File: src/rtl/axis_vec_serializer.sv
// Width-down converter: one wide R-element vector beat in, R narrow sign-extended beats out, element 0 first.
// Latency: element 0 valid the cycle after the wide beat is accepted; the next vector loads on the last beat, so there is no bubble.
module axis_vec_serializer #(
    parameter int R     = 8,
    parameter int W_Y   = 19,
    parameter int W_OUT = 32
) (
    input  logic                 clk,
    input  logic                 rstn,
    output logic                 s_axis_y_tready,
    input  logic                 s_axis_y_tvalid,
    input  logic [R*W_Y-1:0]     s_axis_y_tdata,
    input  logic                 m_axis_tready,
    output logic                 m_axis_tvalid,
    output logic [W_OUT-1:0]     m_axis_tdata,
    output logic                 m_axis_tlast
);

    localparam int IW = (R > 1) ? $clog2(R) : 1;
    localparam logic [IW-1:0] LAST_IDX = IW'(R - 1);

    generate
        if (W_OUT < W_Y) begin : g_bad_width
            $fatal(1, "axis_vec_serializer: W_OUT (%0d) must be >= W_Y (%0d)", W_OUT, W_Y);
        end
        if (R < 1) begin : g_bad_r
            $fatal(1, "axis_vec_serializer: R (%0d) must be >= 1", R);
        end
    endgenerate

    typedef enum logic {
        ST_EMPTY = 1'b0,
        ST_SEND  = 1'b1
    } state_t;

    state_t                  state_q;
    state_t                  state_d;
    logic [IW-1:0]           idx_q;
    logic [IW-1:0]           idx_d;
    logic [R-1:0][W_Y-1:0]   vec_q;
    logic                    vec_load;
    logic                    busy;
    logic                    at_last;
    logic                    s_fire;
    logic                    m_fire;
    logic [W_Y-1:0]          elem;

    assign busy    = (state_q == ST_SEND);
    assign at_last = (idx_q == LAST_IDX);
    assign elem    = vec_q[idx_q];

    always_ff @(posedge clk) begin
        if (!rstn) begin
            state_q <= ST_EMPTY;
            idx_q   <= '0;
            vec_q   <= '0;
        end else begin
            state_q <= state_d;
            idx_q   <= idx_d;
            if (vec_load) begin
                vec_q <= s_axis_y_tdata;
            end
        end
    end

    always_comb begin
        state_d         = state_q;
        idx_d           = idx_q;
        vec_load        = 1'b0;
        // Ready on the last beat lets the next vector load in the same edge.
        s_axis_y_tready = ~busy | (m_axis_tready & at_last);
        m_axis_tvalid   = busy;
        m_axis_tlast    = busy & at_last;
        m_axis_tdata    = W_OUT'($signed(elem));
        s_fire          = s_axis_y_tvalid & s_axis_y_tready;
        m_fire          = m_axis_tvalid & m_axis_tready;

        case (state_q)
            ST_EMPTY: begin
                if (s_fire) begin
                    state_d  = ST_SEND;
                    idx_d    = '0;
                    vec_load = 1'b1;
                end
            end
            ST_SEND: begin
                if (m_fire) begin
                    if (!at_last) begin
                        idx_d = idx_q + 1'b1;
                    end else begin
                        idx_d = '0;
                        if (s_fire) begin
                            vec_load = 1'b1;
                        end else begin
                            state_d = ST_EMPTY;
                        end
                    end
                end
            end
            default: begin
                state_d = ST_EMPTY;
                idx_d   = '0;
            end
        endcase
    end

endmodule
File: config.mk
export PLATFORM = sky130hd
export DESIGN_NAME = axis_vec_serializer
export DESIGN_NICKNAME = d
export VERILOG_FILES = /design/src/rtl/axis_vec_serializer.sv
export SDC_FILE = /design/constraint.sdc
export NUM_CORES = 1
export LEC_CHECK = 0
export BUFFER_PORTS_ARGS = -buffer_cell sky130_fd_sc_hd__buf_2
export CORE_ASPECT_RATIO = 2
export CORE_MARGIN = 3
export CORE_UTILIZATION = 53
export CTS_BUF_LIST = sky130_fd_sc_hd__clkbuf_16
export CTS_CLUSTER_DIAMETER = 150
export DETAILED_ROUTE_END_ITERATION = 16
export GPL_TIMING_DRIVEN = 0
export PLACE_DENSITY = 0.8
export REMOVE_ABC_BUFFERS = 1
export SYNTH_ARGS = -nofsm -noshare
export SYNTH_HDL_FRONTEND = slang
export SYNTH_SLANG_ARGS = --single-unit
File: constraint.sdc
create_clock -name clk -period 2.75 [get_ports clk]
set_clock_uncertainty 0.2 [all_clocks]
set_input_delay 0.55 -clock clk [delete_from_list [all_inputs] [get_ports clk]]
set_output_delay 0.55 -clock clk [all_outputs]
set_load 0.05 [all_outputs]
==> results.sh <==
export IMPL_grt_setup_unrepaired="true"
export IMPL_seq_power_share_pct=45.0
export IMPL_cts_clk_slew_worst_paths_ns=0.07
export IMPL_row_count=60
export IMPL_grt_usage_pct=23.1
export IMPL_drv_cap=0
export IMPL_min_period_ns=2.79
export IMPL_setup_viol=14
export IMPL_die_x_um=89.6
export IMPL_antenna_left=0
export IMPL_synth_seq_area_share_pct=42.2
export IMPL_async_flop_share_pct=0
export IMPL_area_growth_pct=26.6
export IMPL_p_int_mw=3.99
export IMPL_endpoint_kind="output port"
export IMPL_synth_top_area_cell="dfxtp_1"
export IMPL_ys_ff_latch=156
export IMPL_drive_gt1_share_pct=32.9
export IMPL_hp_start="s_axis_y_tdata[12]"
export IMPL_ir_worst_vdd_mv=0.403
export IMPL_synth_top_family_by_area="multiplexers"
export IMPL_insertion_delay_ns=0.40
export IMPL_synthAdderAreaFrac_pct=0.338
export IMPL_combPwrFrac_pct=16.1
export IMPL_grt_pass1_wl_um=27700
export IMPL_synth_xor_area_share_pct=0
export IMPL_hold_viol=0
export IMPL_grt_start_max_net_pins=172
export IMPL_final_area_sq_mm=0.00937
export IMPL_io_buffers=190
export IMPL_cts_root_buffer_cell="clkbuf_16"
export IMPL_drtIter0Drc=275
export IMPL_viasPerCell=5.21
export IMPL_clock_fmax_mhz=359
export IMPL_hold_path_class="in2reg"
export IMPL_synth_area_leaders="dfxtp_1, mux2i_1, nand2_1, mux4_2, mux2_2"
export IMPL_power_leakage_nw=4.10
export IMPL_synth_warning_count=0
export IMPL_final_cell_count_no_fill=1122
export IMPL_synthCells=759
export IMPL_syn_area_per_cell_sq_um=9.76
export IMPL_die_height_um=173
export IMPL_clock_sinks=156
export IMPL_synth_compound_area_share_pct=0.541
export IMPL_timing_rr_start="idx_q[1]"
export IMPL_net_switching_power_mw=1.52
export IMPL_grt_overflow=0
export IMPL_start_util_pct=54.5
export IMPL_gp_congestion=0.776
export IMPL_cts_hold_buffers_added=0
export IMPL_dpl_cell_area_sq_mm=0.00839
export IMPL_finalCoreUtilization_pct=69.0
export IMPL_ys_top_cells_by_count="nand2_1, dfxtp_1, mux2i_1, mux4_2, clkbuf_1"
export IMPL_swShare_pct=27.6
export IMPL_period_share_pct=101
export IMPL_drv_slew=0
export IMPL_required_ns=2.00
export IMPL_tns_ns=-0.436
export IMPL_yosys_area_share_simple_pct=16.1
export IMPL_routed_wl_um=18000
export IMPL_worst_pin_slew_ns=0.757
export IMPL_power_frac_clock_pct=39.0
export IMPL_htree_levels=4
export IMPL_cts_buffers=17
export IMPL_ios=191
export IMPL_status="complete, but fails checks"
export IMPL_arrival_ns=2.04
export IMPL_route_vias_total=5850
export IMPL_synth_edff_count=0
export IMPL_ys_flop_type="dfxtp_1"
export IMPL_placed_cells=1070
export IMPL_drtPass1Iterations=4
export IMPL_drc=0
export IMPL_dpl_hpwl_um=11500
export IMPL_synth_mux_area_share_pct=35.1
export IMPL_startpoint_type="flip-flop"
export IMPL_antenna_found_initial=6
export IMPL_grt_pass1_vias=5953
export IMPL_power_density_mw_per_mm2=587
export IMPL_clockBufferDepth=2
export IMPL_cts_tree="yes"
export IMPL_avgRoutedWirePerCell_um=16.0
export IMPL_setup_slack_ns=-0.0350
export IMPL_die_area_sq_mm=0.0155
export IMPL_whs_ns=0.177
export IMPL_nets=1075
export IMPL_core_sq_mm=0.0136
export IMPL_yosysMostFrequentCell="nand2_1"
export IMPL_critPathKind="reg2out"
export IMPL_crit_fanout=11
export IMPL_synth_top_area_share_pct=42.2
export IMPL_setup_worst_path_start="idx_q[0]"
export IMPL_slew_headroom_pct=49.3
export IMPL_violations="negative setup slack"
export IMPL_ys_types=21
export IMPL_synth_cell_area_sq_mm=0.00740
area by class of cell:
type	count	area (sq um)
inverters	1	3.75
fillers	995	4210
well taps	186	233
repair buffers	211	1540
multi-input cells	530	3910
clock inverters	15	118
diodes	6	15.0
clock buffers	17	425
flip-flops and latches	156	3130
cells in the final DEF (no fill, tap or decap), types with 9 or more instances in the layout:
| cell type | n |
|---|---|
| mux4_2 | 38 |
| mux2_2 | 16 |
| buf_6 | 19 |
| buf_2 | 157 |
| nand2_1 | 305 |
| buf_4 | 15 |
| dfxtp_1 | 153 |
| buf_12 | 9 |
| mux2i_1 | 153 |
| clkbuf_16 | 18 |
sequential cells by signal, summed over array words and instances, names as in the netlist:
| register | cells |
|---|---|
| vec_q | 152 |
| idx_q | 3 |
| m_axis_tvalid | 1 |
path summary, 6_finish.rpt:
check / endpoint / slack, ns / depth (start not counted)
worst min-delay path: vec_q[12] / 0.18 / 3
worst min register to register: vec_q[117] / 0.25 / 2
worst max-delay path: m_axis_tdata[19] / -0.04 / 4
worst max register to register: vec_q[91] / 0.23 / 9
metal layers:
metal | up-vias | wire (um) | share of wire, % | global-route usage, %
li1 | 2875 | - | - | -
met1 | 2768 | 6870 | 38 | 26.8
met2 | 168 | 9830 | 55 | 39.4
met3 | 39 | 658 | 3.7 | 3.58
met4 | 0 | 634 | 3.5 | 12.0
met5 | - | 0 | 0 | 0
power by group through the flow:
stage / logic [mW] / registers (mW) / clock network [mW]
finish: 0.884 / 2.48 / 2.15
detailed placement: 0.800 / 2.53 / 0
global route: 0.954 / 2.49 / 2.28
global placement: 0.931 / 2.54 / 0
floorplan: 0.619 / 2.52 / 0
CTS: 0.869 / 2.47 / 2.19
worst max-delay path, cell delays in order, from the launching register on:
cell and delay (ns):
dfxtp_4 0.37, buf_12 0.17, mux4_2 0.56, mux2_4 0.33
buf_4 0.20
cell families (layout without fill, tap and decap cells):
family	after synthesis	after routing
AND/OR/NAND/NOR	311	312
AO/OA/AOI/OAI	5	5
flip-flops	156	156
adder cells (fa/ha/maj)	2	2
other	0	6
buffers and inverters	75	244
multiplexers	210	211
per-stage QoR:
stage / power, mW / setup WS (ns)
global placement: 3.47 / -13.92
CTS: 5.53 / -0.0488
finish: 5.51 / -0.0350
global route: 5.72 / -0.0863
detailed placement: 3.33 / -1.13
floorplan: 3.14 / -9.93
what timing repair did:
item	CTS	global route
cloned	4	1
endpoints found under the hold margin	0	0
pin swaps	0	1
setup endpoints to repair	186	33
setup buffers	9	0
resized for setup	44	34
(Power assumes the default switching activity.)
